**src/rtl/regfile_write_arbiter.sv**
```systemverilog
// regfile_write_arbiter: shares the register file write port between the ALU
// writeback (0), RAM load (1) and host/debug (2) requesters. Round-robin
// grant with a host lock for exclusive bursts; the winning write is
// registered and presented to the register file for one cycle.
// Optional build macro ARB_STATS_EN adds saturating grant/stall counters.

`ifdef ARB_STATS_EN
// Saturating event counter, one instance per tracked event.
module arb_sat_cnt #(
  parameter int W = 16
) (
  input  logic         clk,
  input  logic         reset_n,
  input  logic         inc,
  output logic [W-1:0] cnt
);
  logic [W-1:0] cnt_q, cnt_d;

  // Count up on inc and stick at all-ones.
  always_comb begin
    cnt_d = cnt_q;
    if (inc && (cnt_q != {W{1'b1}})) cnt_d = cnt_q + 1'b1;
  end

  // Counter register, cleared only by reset.
  always_ff @(posedge clk or negedge reset_n) begin
    if (!reset_n) cnt_q <= '0;
    else          cnt_q <= cnt_d;
  end

  assign cnt = cnt_q;
endmodule
`endif

module regfile_write_arbiter #(
  parameter int DATA_WIDTH = 16,
  parameter int ADDR_WIDTH = 4
) (
  input  logic                  clk,
  input  logic                  reset_n,
  input  logic [2:0]            req_valid,
  output logic [2:0]            req_ready,
  input  logic [ADDR_WIDTH-1:0] req_addr_0,
  input  logic [ADDR_WIDTH-1:0] req_addr_1,
  input  logic [ADDR_WIDTH-1:0] req_addr_2,
  input  logic [DATA_WIDTH-1:0] req_data_0,
  input  logic [DATA_WIDTH-1:0] req_data_1,
  input  logic [DATA_WIDTH-1:0] req_data_2,
  input  logic                  host_lock,
  output logic [15:0]           rf_opcode,
  output logic [ADDR_WIDTH-1:0] rf_addr_3,
  output logic [DATA_WIDTH-1:0] rf_write_data,
  output logic                  rf_write_enable,
  output logic [1:0]            grant_id,
  output logic                  locked
`ifdef ARB_STATS_EN
  ,
  output logic [15:0]           grant_count_0,
  output logic [15:0]           grant_count_1,
  output logic [15:0]           grant_count_2,
  output logic [15:0]           stall_count
`endif
);
  localparam int          NUM_REQ = 3;
  localparam logic [15:0] OP_ALU  = 16'h1000;
  localparam logic [15:0] OP_LOAD = 16'h9200;

  typedef struct packed {
    logic [ADDR_WIDTH-1:0] addr;
    logic [DATA_WIDTH-1:0] data;
  } req_t;

  typedef struct packed {
    logic                  we;
    logic [15:0]           op;
    logic [ADDR_WIDTH-1:0] addr;
    logic [DATA_WIDTH-1:0] data;
  } wr_t;

  typedef enum logic [1:0] {
    S_ARB    = 2'b01,
    S_LOCKED = 2'b10
  } state_e;

  state_e     state_q, state_d;
  logic [1:0] last_q, last_d;
  wr_t        wr_q, wr_d;

  req_t       req [NUM_REQ];
  logic [1:0] ord [NUM_REQ];
  logic [1:0] gnt_idx;
  logic       xfer;
  logic       found;

  // Gather per-requester payloads so the winner can be selected by index.
  always_comb begin
    req[0] = '{addr: req_addr_0, data: req_data_0};
    req[1] = '{addr: req_addr_1, data: req_data_1};
    req[2] = '{addr: req_addr_2, data: req_data_2};
  end

  // Search order: the requester after the last winner is tried first.
  always_comb begin
    case (last_q)
      2'd0:    ord = '{2'd1, 2'd2, 2'd0};
      2'd1:    ord = '{2'd2, 2'd0, 2'd1};
      default: ord = '{2'd0, 2'd1, 2'd2};
    endcase
  end

  // Grant: first valid requester in search order; only the host while locked.
  always_comb begin
    req_ready = '0;
    found     = 1'b0;
    if (state_q == S_LOCKED) begin
      req_ready[2] = req_valid[2];
    end else begin
      for (int k = 0; k < NUM_REQ; k++) begin
        if (!found && req_valid[ord[k]]) begin
          req_ready[ord[k]] = 1'b1;
          found             = 1'b1;
        end
      end
    end
  end

  assign xfer    = |req_ready;
  assign gnt_idx = req_ready[1] ? 2'd1 : (req_ready[2] ? 2'd2 : 2'd0);

  // Lock FSM and last-winner tracking; stray encodings fall back to ARB.
  always_comb begin
    state_d = state_q;
    last_d  = last_q;
    case (state_q)
      S_ARB:    if (req_ready[2] && host_lock) state_d = S_LOCKED;
      S_LOCKED: if (!host_lock)                state_d = S_ARB;
      default:                                 state_d = S_ARB;
    endcase
    if (xfer) last_d = gnt_idx;
  end

  // Registered write: strobe every cycle, payload only updates on a transfer.
  always_comb begin
    wr_d    = wr_q;
    wr_d.we = xfer;
    if (xfer) begin
      wr_d.op   = (gnt_idx == 2'd0) ? OP_ALU : OP_LOAD;
      wr_d.addr = req[gnt_idx].addr;
      wr_d.data = req[gnt_idx].data;
    end
  end

  // State registers; reset discards any write not yet committed.
  always_ff @(posedge clk or negedge reset_n) begin
    if (!reset_n) begin
      state_q <= S_ARB;
      last_q  <= 2'd2;
      wr_q    <= '0;
    end else begin
      state_q <= state_d;
      last_q  <= last_d;
      wr_q    <= wr_d;
    end
  end

  assign rf_write_enable = wr_q.we;
  assign rf_opcode       = wr_q.op;
  assign rf_addr_3       = wr_q.addr;
  assign rf_write_data   = wr_q.data;
  assign grant_id        = last_q;
  assign locked          = (state_q == S_LOCKED);

`ifdef ARB_STATS_EN
  logic [NUM_REQ-1:0][15:0] gcnt;
  logic                     stall;

  assign stall = |(req_valid & ~req_ready);

  for (genvar g = 0; g < NUM_REQ; g++) begin : g_gcnt
    arb_sat_cnt #(.W(16)) u_gcnt (
      .clk     (clk),
      .reset_n (reset_n),
      .inc     (req_ready[g]),
      .cnt     (gcnt[g])
    );
  end

  arb_sat_cnt #(.W(16)) u_stall (
    .clk     (clk),
    .reset_n (reset_n),
    .inc     (stall),
    .cnt     (stall_count)
  );

  assign grant_count_0 = gcnt[0];
  assign grant_count_1 = gcnt[1];
  assign grant_count_2 = gcnt[2];
`endif
endmodule

```
**config.mk**
```make
export PLATFORM = sky130hd
export DESIGN_NAME = regfile_write_arbiter
export DESIGN_NICKNAME = d
export VERILOG_FILES = /design/src/rtl/regfile_write_arbiter.sv
export SDC_FILE = /design/constraint.sdc
export NUM_CORES = 1
export LEC_CHECK = 0
export BUFFER_PORTS_ARGS = -buffer_cell sky130_fd_sc_hd__buf_2
export CORE_MARGIN = 2
export CORE_UTILIZATION = 30
export DETAILED_ROUTE_END_ITERATION = 6
export HOLD_SLACK_MARGIN = 0.12
export PLACE_DENSITY = 0.66
export SLEW_MARGIN = 20
export SYNTH_ARGS = -nofsm -noshare
export SYNTH_HDL_FRONTEND = slang
export SYNTH_SLANG_ARGS = --single-unit
```
**constraint.sdc**
```tcl
create_clock -name clk -period 1.6 [get_ports clk]
set_clock_uncertainty 0.1 [all_clocks]
set_input_delay 0.16 -clock clk [delete_from_list [all_inputs] [get_ports clk]]
set_output_delay 0.16 -clock clk [all_outputs]
set_load 0.02 [all_outputs]
```
; Word level (Yosys, flattened, before mapping)
; Cells that the tools add are included.
[word_totals]
wordCells = 66
output_inout_bits = 43
regBits = 41
inputBits = 66
[op_classes]
n_eq_ne = 5
mux = 33
bitwise_logic = 3
reduce_logical = 12
n_lt_le_gt_ge = 7
[op_table]
columns = cell, count
row1 = 20-bit binary-select mux with 2-bit select, 1
row2 = 20-bit two-way mux, 2
row3 = 16-bit two-way mux, 1
row4 = 3-bit two-way mux, 5
row5 = 6-bit one-hot mux with 2 select lines, 1
row6 = 1-bit two-way mux, 11
row7 = 2-bit two-way mux, 5
row8 = "2-bit by 3-bit < comparator with 1-bit output, second input constant", 3
row9 = 1-bit binary-select mux with 2-bit select, 3
row10 = 1-bit demux with 2-bit select, 3
row11 = "2-bit by 1-bit greater-or-equal comparator with 1-bit output, second input constant", 3
row12 = 1-bit logical AND, 6
row13 = 3-bit bitwise OR, 2
row14 = "2-bit by 1-bit equality test with 1-bit output, second input constant", 2
row15 = 2-bit logical NOT, 2
row16 = "2-bit != test, second input constant", 2
row17 = 2-bit one-hot mux with 2 select lines, 1
row18 = "3-bit greater-or-equal comparator, second input constant", 1
row19 = 2-bit NOT with 3-bit output, 1
row20 = 3-bit OR reduction, 1
row21 = "2-bit equality test, second input constant", 1
row22 = 1-bit logical NOT, 2
row23 = 2-bit AND reduction, 1

; Logic depth before layout (Yosys ltp)
[logic_depth]
word_depth = 20
depth_mapped = 8
depth_no_buf = 7

; Worst setup path after synthesis
; No wires, ideal clock.
[synth_timing]
path_type = reg2reg
startpoint = register state_q[0]
endpoint = register wr_q, in the netlist rf_addr_3[0]
setup_ns = 0.123
n_path_buf = 1
path_slack_ns = -0.043
t_arrival_ns = 1.420
period_less_slack_ns = 1.643
path_stages_with_launch = 9
t_required_ns = 1.377
cell_sequence = dfstp_2 > nand2b_4 > inv_4 > nor2_4 > a21o_4 > inv_4 > nor2_2 > buf_4 > a21oi_1
[synth_via]
elab_chain_len = 8
word_cells_on_any_way = 10
cone_classes = eq/ne (1) / mux (7) / bitwise (1) / reduce/logical (1)
[synth_lines]
columns = item, line_no
row1 = from (decl), 85  ; state_e state_q, state_d;
row2 = from (signal assigned), 160  ; state_q <= state_d;
row3 = 2-bit equality test *, --
row4 = via locked, 55  ; output logic locked
row5 = 1-bit two-way mux *, 115  ; if (state_q == S_LOCKED) begin
row6 = via req_ready[2], 42  ; output logic [2:0] req_ready,
row7 = 2-bit two-way mux (2 in series), 128  ; assign gnt_idx = req_ready[1] ? 2'd1 : (req_ready[2] ? 2'd2 : 2'd0);
row8 = 2-bit NOT with 3-bit output (not written as such), 148  ; wr_d.addr = req[gnt_idx].addr;
row9 = 20-bit binary-select mux with 2-bit select, 148
row10 = 20-bit two-way mux (2 in series), --
row11 = to (signal assigned), 162  ; wr_q <= wr_d;
row12 = to (decl), 87  ; wr_t wr_q, wr_d;
; Mark *: on every way through the listed nets, which the timed path passes. The rest lies on a longest branch. The select of a mux whose other input is x is not followed.
; A chain may end at the register's enable or synchronous reset.

; Worst setup path after layout
[layout_timing]
startpoint = register last_q[1] (netlist: grant_id[1])
endpoint = output req_ready[1]
[layout_via]
elab_chain_len = 14
word_cells_on_any_way = 40
cone_classes = order compare (6) / eq/ne (1) / mux (23) / bitwise (2) / reduce/logical (8)
[layout_lines]
columns = item, line_no
row1 = from (decl), 86  ; logic [1:0] last_q, last_d;
row2 = from (signal assigned), 161  ; last_q <= last_d;
row3 = 2-bit by 1-bit equality test with 1-bit output or 2-bit logical NOT (tied branches), 104  ; case (last_q)
row4 = 6-bit one-hot mux with 2 select lines *, 104
row5 = 2-bit by 3-bit < comparator with 1-bit output (not written as such) (tied with other cells), 120  ; req_ready[ord[k]] = 1'b1;
row6 = 1-bit logical AND (not written as such) or 1-bit two-way mux (tied branches), "120, 119"
row7 = "1-bit two-way mux, on equally long branches", "120, 119"
row8 = 1-bit demux with 2-bit select or 1-bit two-way mux (tied branches), "120, 115"
row9 = 3-bit two-way mux or 1-bit logical NOT (tied branches), 119  ; if (!found && req_valid[ord[k]]) begin
row10 = 3-bit two-way mux or 1-bit logical AND (tied branches), "115, 119"
row11 = 3-bit bitwise OR (no source line) or 1-bit two-way mux (tied branches), --
row12 = 3-bit two-way mux or 1-bit two-way mux (tied branches), "119, 115"
row13 = 3-bit two-way mux or 1-bit logical NOT (tied branches), "115, 119"
row14 = 3-bit bitwise OR (no source line) or 1-bit logical AND (tied branches), --
row15 = 3-bit two-way mux *, 119
row16 = 2-bit two-way mux *, 115
row17 = to (decl), 42
; Mark *: on every way between the ends. The rest lies on a longest branch, timed or not. The select of a mux whose other input is x is not followed.

==> summary.md <==
| Metric | Value |
|---|---|
| Most common cell after layout, fill and taps aside | `buf_2` |
| Share of the synthesized area in the top cell type | `41.74%` |
| Ant diodes | `0` |
| Outcome | `complete, but fails checks` |
| Sequential fraction of the synthesis area | `around 45%` |
| Maxcap violations | `0` |
| Die height | `74.69 um` |
| Area leader, netlist | `dfrtp_1` |
| Synthesized area per cell | `10.86 sq um` |
| Cells after synthesis | `138` |
| Via density | `4.552` |
| Setup violations, final | `19` |
| Initial antenna violation count | `0` |
| Clk Latency, worst-skew pair | `0.26 ns` |
| Vias | `1707` |
| CP Class | `reg2out` |
| Core area | `0.004786 sq mm` |
| Crit-path leading delay family | `flip-flops` |
| Worst-path clk slew | `0.09 ns` |
| Ys Warns | `0` |
| Gr usage total | `a little under a fifth` |
| DR iter-0 viols | `55` |
| Via count of the first global-routing pass | `~1700` |
| Min Tclk post-route | `between 1.5 and 2 ns` |
| Crit-path cells | `nor2b_2 > o22ai_2 > nand3_4 > buf_12 > clkinv_4 > buf_6` |
| Layout cells sized above 1 | `45.78%` |
| Largest cells by area after synthesis | `dfrtp_1, mux2i_1, o22ai_1, buf_4, a21oi_1` |
| Worst hold margin | `0.1962 ns` |
| Core Rows | `25` |
| Gate power share | `a little over two fifths` |
| Crit path max fanout | `4` |
| Clock Power Share | `17.2%` |
| Pwr Density | `752.2 mW/mm^2` |
| Final TNS setup | `-0.5624 ns` |
| P&R area growth vs syn | `95.24%` |
| Failing checks | `negative setup slack` |
| WP data arrival | `approximately 1.4 ns` |
| Fin. max-slew vios | `0` |
| Netlist cell types | `31` |
| ANT nets after route | `0` |
| CP peak stage delay | `between 0.5 and 0.6 ns` |
| Hpwl dp | `slightly above 3000 um` |
| H-tree depth | `1` |
| Slowest cell on the critical path | `dfstp_2` |
| Drt drc | `0` |
| Final WS setup | `-0.06975 ns` |
| Yosys reg bits | `27` |
| Nets | `375` |
| CTS sink count | `27` |
| Drt first pass iters | `4` |
| CP required | `1.34 ns` |
| Post-synthesis mux area share | `13.36%` |
| Slew HR | `58.87%` |
| PortBufs | `95` |
| Ports | `109` |
| Sw Share | `34.19%` |
| Largest family of logic cells by synthesized area | `compound AO/OA/AOI/OAI gates` |
| Initial core utilization | `31.32%` |
| Reg power frac | `38.9%` |
| Synth Area in Simple Gates | `7.012%` |
| Final Hold Vio Count | `0` |
| CTS tree | `built` |
| Die area | `0.005578 sq mm` |
| Final period util | `104.4%` |
| Die width | `74.69 um` |
| Largest net degree at the start of global routing | `28` |
| Netlist Area Pre-Place | `0.001499 sq mm` |
| Routed WL per cell | `14.68 um` |
| CTS Buf Count | `3` |
| Bufs and invs on worst path | `3` |
| Internal power | `1449 uW` |
| Most frequent cells in the layout | `buf_2, dlygate4sd3_1, dfrtp_1` |
| RSZ-0062 raised after global routing | `true` |
| FMAX | `roughly 0.60 GHz` |
| Core Util, Final | `61.15%` |
| CTS root buf | `clkbuf_8` |
| Synth Area in Compound Gates | `19.87%` |
| Synth Area in Adders | `0%` |
| Gp weighted congestion | `0.7874` |
| Hold WC Path Type | `in2reg` |
| CP Capture Type | `output port` |
| Final WL | `roughly 5500 um` |
| Leakage | `0.001445 uW` |
| P_sw | `752.6 uW` |
| Critical path startpoint category | `register` |
| CTS max path bufs | `2` |
| First-pass GRT wire length | `approximately 7600 um` |
| Post-Synth XOR/XNOR Area | `0%` |
| Slew @ Worst Pin | `0.6169 ns` |
| Total gr overflow | `0` |
| Pre-CTS setup slack | `-0.02062 ns` |
| Worst VDD drop | `around 0.00039 V` |
## Yosys cell counts
cell,count
a21o_4,1
o211ai_1,1
buf_12,1
buf_8,1
nor2b_2,1
o22ai_1,20
conb_1,1
buf_6,1
o211a_1,1
dfrtp_1,25
buf_2,4
nand2b_1,1
inv_4,2
nor2_4,2
or3_1,1
nand3_4,1
o21ai_0,2
o22ai_2,1
buf_4,16
o21a_1,1
nand2_1,2
dfstp_2,2
a21oi_1,21
inv_2,1
o21ai_1,1
nor3b_2,1
nor2_2,1
nand2b_4,1
mux2i_1,20
inv_1,3
nor2_1,1
## path summary, 6_finish.rpt
path	from	endpoint	slack (ns)	cells past startpoint
max	grant_id[1]	req_ready[1]	-0.07	6
min	req_valid[0]	rf_opcode[9]	0.20	3
max reg2reg	grant_id[1]	rf_write_data[0]	-0.07	7
min reg2reg	rf_opcode[12]	rf_opcode[12]	0.38	1
max in group asynchronous	reset_n	rf_addr_3[0]	0.66	2
min in group asynchronous	reset_n	rf_write_data[1]	0.34	2
## registers in the layout, indices dropped and copies added, names as in the netlist
register and cells:
grant_id 2, rf_addr_3 4, rf_opcode 2, rf_write_data 16, rf_write_enable 1, state_q 2
## timing repair
item | 4_1_cts | 5_1_grt
setup buffers | 5 | 0
hold endpoints to repair | 49 | 0
gates resized for setup | 11 | 16
hold buffers | 63 | 0
cloned | 0 | 2
pin swaps | 10 | 8
endpoints found under the setup margin | 23 | 24
## area by class of cell
class                      instances  area [sq um]
inverter                           6         35.03
tap                               67         83.83
clock buffer                       4         45.04
timing repair buffer             177          1383
multi-input combinational         94         701.9
sequential                        27         678.2
fill                             402          1859
## layer usage
layer | vias up | track usage [%] | part of all wire [%]
met3 | 6 | 3.079 | 4.6
met4 | 0 | 5.754 | 1.0
met2 | 68 | 36.28 | 56
met5 | - | 0 | 0
li1 | 813 | - | -
met1 | 820 | 19.78 | 39
## stage by stage
step                power (uW)  instances  cell area (sq um)
floorplan                 1342        150               1553
finish                    2201        375               2927
global route              2314        375               2927
detailed placement        1595        301               2062
CTS                       2140        373               2808
global placement          1583        301               2062
## worst reg2reg max path: cells and delay by family (launching register included)
family	cells	cell delay [ns]
AOI/OAI and AO/OA	2	0.22
DFF	1	0.59
and+or+nand+nor	2	0.16
buffers and inverters	2	0.29
muxes	1	0.20
## cell families (layout without fill, tap and decap cells)
logic type,count (synthesis),count (layout)
other,1,13
multiplexers,20,20
flip-flops,27,27
AO/OA/AOI/OAI,49,49
buffers and inverters,29,187
AND/OR/NAND/NOR,12,12
## power groups by stage
stage | logic [uW] | registers, uW | clock network (uW)
6_report | 964 | 857 | 380
5_1_grt | 1030 | 869 | 420
4_1_cts | 890 | 851 | 399
3_5_place_dp | 732 | 863 | 0
3_3_place_gp | 721 | 862 | 0
2_1_floorplan | 357 | 985 | 0
(Power assumes the default switching activity.)
